File: config.mk
export PLATFORM = sky130hd
export DESIGN_NAME = if_id_pipeline
export DESIGN_NICKNAME = d
export VERILOG_FILES = /design/src/rtl/if_id_pipeline.sv
export SDC_FILE = /design/constraint.sdc
export NUM_CORES = 1
export LEC_CHECK = 0
export ABC_CLOCK_PERIOD_IN_PS = 2100
export CORE_AREA = 2 2 188 190
export CTS_CLUSTER_SIZE = 8
export DETAILED_ROUTE_END_ITERATION = 10
export DIE_AREA = 0 0 190 192
export DONT_BUFFER_PORTS = 1
export GPL_ROUTABILITY_DRIVEN = 0
export PLACE_DENSITY_LB_ADDON = 0.2
export REMOVE_ABC_BUFFERS = 1
export SYNTH_ARGS = -nofsm -noshare
export SYNTH_HDL_FRONTEND = slang
export SYNTH_SLANG_ARGS = --single-unit
File: constraint.sdc
create_clock -name clk -period 2.1 [get_ports clk]
set_input_delay 0.525 -clock clk [delete_from_list [all_inputs] [get_ports clk]]
set_output_delay 0.525 -clock clk [all_outputs]
set_load 0.1 [all_outputs]
File: src/rtl/if_id_pipeline.sv
// if_id_pipeline: IF and ID stages of a 5-stage MIPS pipeline up to the ID/EX register.
// Holds PC, instruction ROM, IF/ID, 32x32 register file, control decoder and sign extender.
module if_id_pipeline #(
    parameter int IMEM_DEPTH = 32
) (
    input  logic        clk,
    input  logic        reset,
    input  logic        PCSrc,
    input  logic [31:0] EX_MEM_NPC,
    input  logic        RegWrite,
    input  logic [4:0]  MEM_WB_Writereg,
    input  logic [31:0] MEM_WB_Writedata,
    output logic [8:0]  control_bits_out,
    output logic [31:0] IF_ID_NPC_To_EX_MEM,
    output logic [31:0] TO_EX_ALU,
    output logic [31:0] To_EX_MUX0_and_EX_MEM,
    output logic [31:0] signExtended,
    output logic [4:0]  EX_Mux_0,
    output logic [4:0]  EX_Mux_1
);
    localparam int AW = $clog2(IMEM_DEPTH);

    logic [31:0] pc_q, pc_d, instr_q, npc_q, rom_word;
    logic        valid_q;
    logic [31:0] regs_q [32];
    logic [AW-1:0] pc_idx;
    logic [5:0]  opcode;
    logic [4:0]  rs, rt, rd;
    logic [31:0] rs_data, rt_data, sext;
    logic [8:0]  ctrl;

    assign pc_idx = pc_q[AW-1:0];
    assign pc_d   = PCSrc ? EX_MEM_NPC : pc_q + 32'd1;

    always_comb begin
        rom_word = (pc_idx == AW'(0)) ? 32'h00221820 :
                   (pc_idx == AW'(1)) ? 32'h8C640004 :
                   (pc_idx == AW'(2)) ? 32'hAC85FFFC :
                   (pc_idx == AW'(3)) ? 32'h10860002 : 32'h0;
    end

    assign opcode = instr_q[31:26];
    assign rs     = instr_q[25:21];
    assign rt     = instr_q[20:16];
    assign rd     = instr_q[15:11];
    assign sext   = {{16{instr_q[15]}}, instr_q[15:0]};

    // IF/ID is empty straight after reset; its all-zero word must not decode as R-type
    always_comb begin
        ctrl = !valid_q               ? 9'b000000000 :
               (opcode == 6'b000000) ? 9'b110000010 :
               (opcode == 6'b100011) ? 9'b000101011 :
               (opcode == 6'b101011) ? 9'b000100100 :
               (opcode == 6'b000100) ? 9'b001010000 : 9'b000000000;
    end

    // Write-through lets ID see a value retiring from WB in the same cycle
    always_comb begin
        rs_data = (rs == 5'd0) ? 32'd0 :
                  (RegWrite && MEM_WB_Writereg == rs) ? MEM_WB_Writedata : regs_q[rs];
        rt_data = (rt == 5'd0) ? 32'd0 :
                  (RegWrite && MEM_WB_Writereg == rt) ? MEM_WB_Writedata : regs_q[rt];
    end

    always_ff @(posedge clk or negedge reset) begin
        if (!reset) begin
            pc_q    <= 32'd0;
            instr_q <= 32'd0;
            npc_q   <= 32'd0;
            valid_q <= 1'b0;
        end else begin
            pc_q    <= pc_d;
            instr_q <= rom_word;
            npc_q   <= pc_q + 32'd1;
            valid_q <= 1'b1;
        end
    end

    always_ff @(posedge clk or negedge reset) begin
        if (!reset) begin
            for (int i = 0; i < 32; i++) regs_q[i] <= 32'(i);
        end else if (RegWrite && MEM_WB_Writereg != 5'd0) begin
            regs_q[MEM_WB_Writereg] <= MEM_WB_Writedata;
        end
    end

    always_ff @(posedge clk or negedge reset) begin
        if (!reset) begin
            control_bits_out      <= 9'd0;
            IF_ID_NPC_To_EX_MEM   <= 32'd0;
            TO_EX_ALU             <= 32'd0;
            To_EX_MUX0_and_EX_MEM <= 32'd0;
            signExtended          <= 32'd0;
            EX_Mux_0              <= 5'd0;
            EX_Mux_1              <= 5'd0;
        end else begin
            control_bits_out      <= ctrl;
            IF_ID_NPC_To_EX_MEM   <= npc_q;
            TO_EX_ALU             <= rs_data;
            To_EX_MUX0_and_EX_MEM <= rt_data;
            signExtended          <= sext;
            EX_Mux_0              <= rt;
            EX_Mux_1              <= rd;
        end
    end
endmodule

==> flow_summary.ini <==
[layout]
multi_input_area_sq_mm = 0.00757
fin_nets = 1756
post-route-util = 0.643
drive_above_1_share = 0.321
seqCellArea_sq_mm = 0.0102
syn_to_final_growth_pct = 17.8
diodes = 0
fillCellCount = 2571
final_common_cell = dfrtp_1
layout_common_cells = 384 x dfrtp_1, 238 x mux2_2, 159 x buf_4

[synth]
synth_edf_count = 0
syn_area_per_cell_sq_um = 11.6
synth.distinct_cells = 61
ys_seq_elements = 406
async_flop_share = 1.00
yosysWarnings = 0
synth_area_sq_mm = 0.0187
synthCells = 1620
synth_ff_type = dfrtp_1
ys_seq_area_frac = 0.543

[timing]
timing.final.setup_violations = 30
tightest_slew_ns = 1.08
clock_skew_ns = 0.0210
fin_ws_ns = -0.372
fmax_ghz = 0.404
whs_ns = -0.363
period_needed_ns = 2.47
fin_crit_sh = 1.18
hold_viol = 394
drv_slew = 0
maxSlewHeadroom = 0.277
rsz0062_at_grt = true

[placement]
port_buffers = 0
place_hpwl_mm = 28.8

[clock_network]
cts_max_level = 2
worstSkewPairLatency_ns = 0.60
clk_pin_slew_ns = 0.05
cts.path.max_buffers = 3
cts_buffers = 56
cts_tree = done
cts_sinks = 406
cts_root_buf = clkbuf_16

[critical_path]
worst_r2r_path_depth = 5
cp.required_ns = 1.57
cp.arrival_ns = 1.95
crit_path_start_kind = register
endpoint_kind = output pin
cp_slowest_cell = buf_16
crit_type = reg -> out
path_buf_inv = 1
crit_cells = 1
crit_chain = buf_16
crit_family = buffers and inverters
cp_max_fo = 12
critical_path.max_stage_delay_ns = 0.90

[floorplan]
ioPinCount = 220
num_rows = 68
start_util = 0.546
core_region_area_sq_mm = 0.0343
fp.dieArea_sq_mm = 0.0365
die-height_um = 192
die_w_um = 190

[drt]
routed_wl_mm = 48.4
drc = 0
drtIter0Drc = 1204
routedWlPerCell_um = 22.4
vias = 13600
firstDrtPassIters = 5
vias_per_cell = 6.31
ant_nets = 0

[power_and_ir_drop]
power_density_mw_per_mm2 = 1020
p_int_w = 0.0157
p_leak_nw = 9.70
total_power_w = 0.0225
combPwrFrac = 0.202
swShare = 0.301
ir_drop_mv = 0.882
clkPwrFrac = 0.362
pwr-share-seq = 0.436
netSwitchingPower_w = 0.00678

[global_routing]
grt_antenna_before_repair = 0
grt_use_total = 0.267
grt_max_degree = 407
grt_pass1_wl_mm = 76.2
grt_pass1_vias = 13800
grt-ovfl-total = 0

[worst_hold_path]
min-delay-path-class = in -> async

[run]
maxCapViolCount = 0

[outcome]
status = finished, violations left
violations = negative hold slack, negative setup slack
-- power groups by stage --
stage / sequential (W) / clock [W] / combinational (W)
floorplan: 0.0110 / 0 / 0.00206
global placement: 0.00983 / 0 / 0.00437
detailed placement: 0.00990 / 0 / 0.00446
CTS: 0.00979 / 0.00832 / 0.00449
global route: 0.00994 / 0.00864 / 0.00484
finish: 0.00982 / 0.00815 / 0.00454
-- repair_timing --
action | CTS | global route
gates resized for setup | 10 | 18
endpoints found under the setup margin | 24 | 40
buffers inserted | 4 | 7
endpoints found under the hold margin | 406 | 395
-- layer usage --
| layer | track usage | vias to the layer above | part of all wire | wire [um] |
|---|---|---|---|---|
| met5 | 0 | - | 0 | 0 |
| met4 | 0.0924 | 0 | 0.029 | 1410 |
| met3 | 0.0742 | 106 | 0.093 | 4500 |
| met2 | 0.441 | 575 | 0.49 | 23500 |
| met1 | 0.340 | 6873 | 0.39 | 19000 |
| li1 | - | 6078 | - | - |
-- logic make-up (layout without fill, tap and decap cells) --
kind of cell / count (synthesis) / in the layout / share of synthesized area
adders and majority gates: 4 / 4 / 0.00267
AOI/OAI and AO/OA: 397 / 397 / 0.152
buffers and inverters: 245 / 328 / 0.0579
and+or+nand+nor: 275 / 275 / 0.0733
other: 2 / 4 / 0.000401
xor gates and xnor gates: 20 / 20 / 0.00935
DFF: 406 / 406 / 0.543
muxes: 271 / 271 / 0.161
-- synth_stat cells, drive strengths merged, types with 2 or more instances --
| master | n | share of area |
|---|---|---|
| a21oi | 36 | 0.0096 |
| a221oi | 31 | 0.014 |
| a31oi | 46 | 0.015 |
| a32o | 32 | 0.017 |
| and2 | 2 | 0.00067 |
| and3 | 4 | 0.0014 |
| and4 | 3 | 0.0014 |
| buf | 77 | 0.024 |
| clkbuf | 124 | 0.025 |
| conb | 2 | 0.00040 |
| dfrtp | 394 | 0.53 |
| dfstp | 12 | 0.017 |
| ha | 4 | 0.0027 |
| inv | 43 | 0.0086 |
| mux2 | 239 | 0.14 |
| mux2i | 32 | 0.017 |
| nand2 | 63 | 0.013 |
| nand2b | 7 | 0.0023 |
| nand3 | 16 | 0.0045 |
| nand4 | 10 | 0.0033 |
| nand4b | 2 | 0.00094 |
| nor2 | 86 | 0.017 |
| nor2b | 3 | 0.0010 |
| nor3 | 15 | 0.0043 |
| nor3b | 3 | 0.0012 |
| nor4 | 8 | 0.0027 |
| o21ai | 43 | 0.011 |
| o221ai | 32 | 0.015 |
| o22ai | 67 | 0.022 |
| o2bb2ai | 32 | 0.015 |
| o31ai | 67 | 0.027 |
| o41ai | 2 | 0.00094 |
| or2 | 3 | 0.0010 |
| or3 | 37 | 0.012 |
| or3b | 2 | 0.00094 |
| or4 | 8 | 0.0038 |
| xnor2 | 10 | 0.0047 |
| xor2 | 10 | 0.0047 |
-- path summary, 6_finish.rpt --
path	slack, ns	startpoint	endpoint
min reg2reg	0.34	npc_q[4]$_DFF_PN0_	IF_ID_NPC_To_EX_MEM[4]$_DFF_PN0_
max	-0.37	EX_Mux_1[3]$_DFF_PN0_	signExtended[27]
max reg2reg	0.08	pc_q[1]$_DFF_PN0_	pc_q[26]$_DFF_PN0_
max in group asynchronous	1.50	reset	instr_q[22]$_DFF_PN0_
min	-0.36	reset	EX_Mux_0[1]$_DFF_PN0_
min in group clk	0.04	PCSrc	pc_q[0]$_DFF_PN0_
-- metrics by stage --
| stage | cells | setup TNS, ns | setup WS [ns] | hold WS [ns] | cell area (sq um) |
|---|---|---|---|---|---|
| final | 2160 | -9.28 | -0.372 | -0.363 | 22100 |
| after global routing | 2160 | -10.55 | -0.406 | -0.387 | 22100 |
| after CTS | 2154 | -9.64 | -0.397 | -0.382 | 21900 |
| after detailed placement | 2066 | -0.409 | -0.0282 | 0.240 | 20300 |
| after global placement | 2066 | -0.303 | -0.0259 | 0.240 | 20300 |
| after floorplan | 1421 | -784.44 | -16.58 | 0.229 | 17800 |
-- state kept, by name, indices dropped and copies added, names as in the netlist --
signal                 flops
EX_Mux_0                   2
EX_Mux_1                   2
IF_ID_NPC_To_EX_MEM       32
TO_EX_ALU                 32
To_EX_MUX0_and_EX_MEM     32
control_bits_out           6
instr_q                    9
npc_q                     32
pc_q                      32
regs_q                   224
signExtended               2
valid_q                    1
-- area by class of cell --
| type | count | area share |
|---|---|---|
| timing repair buffer | 200 | 0.0911 |
| inverter | 44 | 0.00749 |
| sequential | 406 | 0.462 |
| clock buffer | 82 | 0.0694 |
| clock inverter | 2 | 0.000794 |
| multi-input combinational | 971 | 0.343 |
| tap | 455 | 0.0258 |
(Power assumes the default switching activity.)
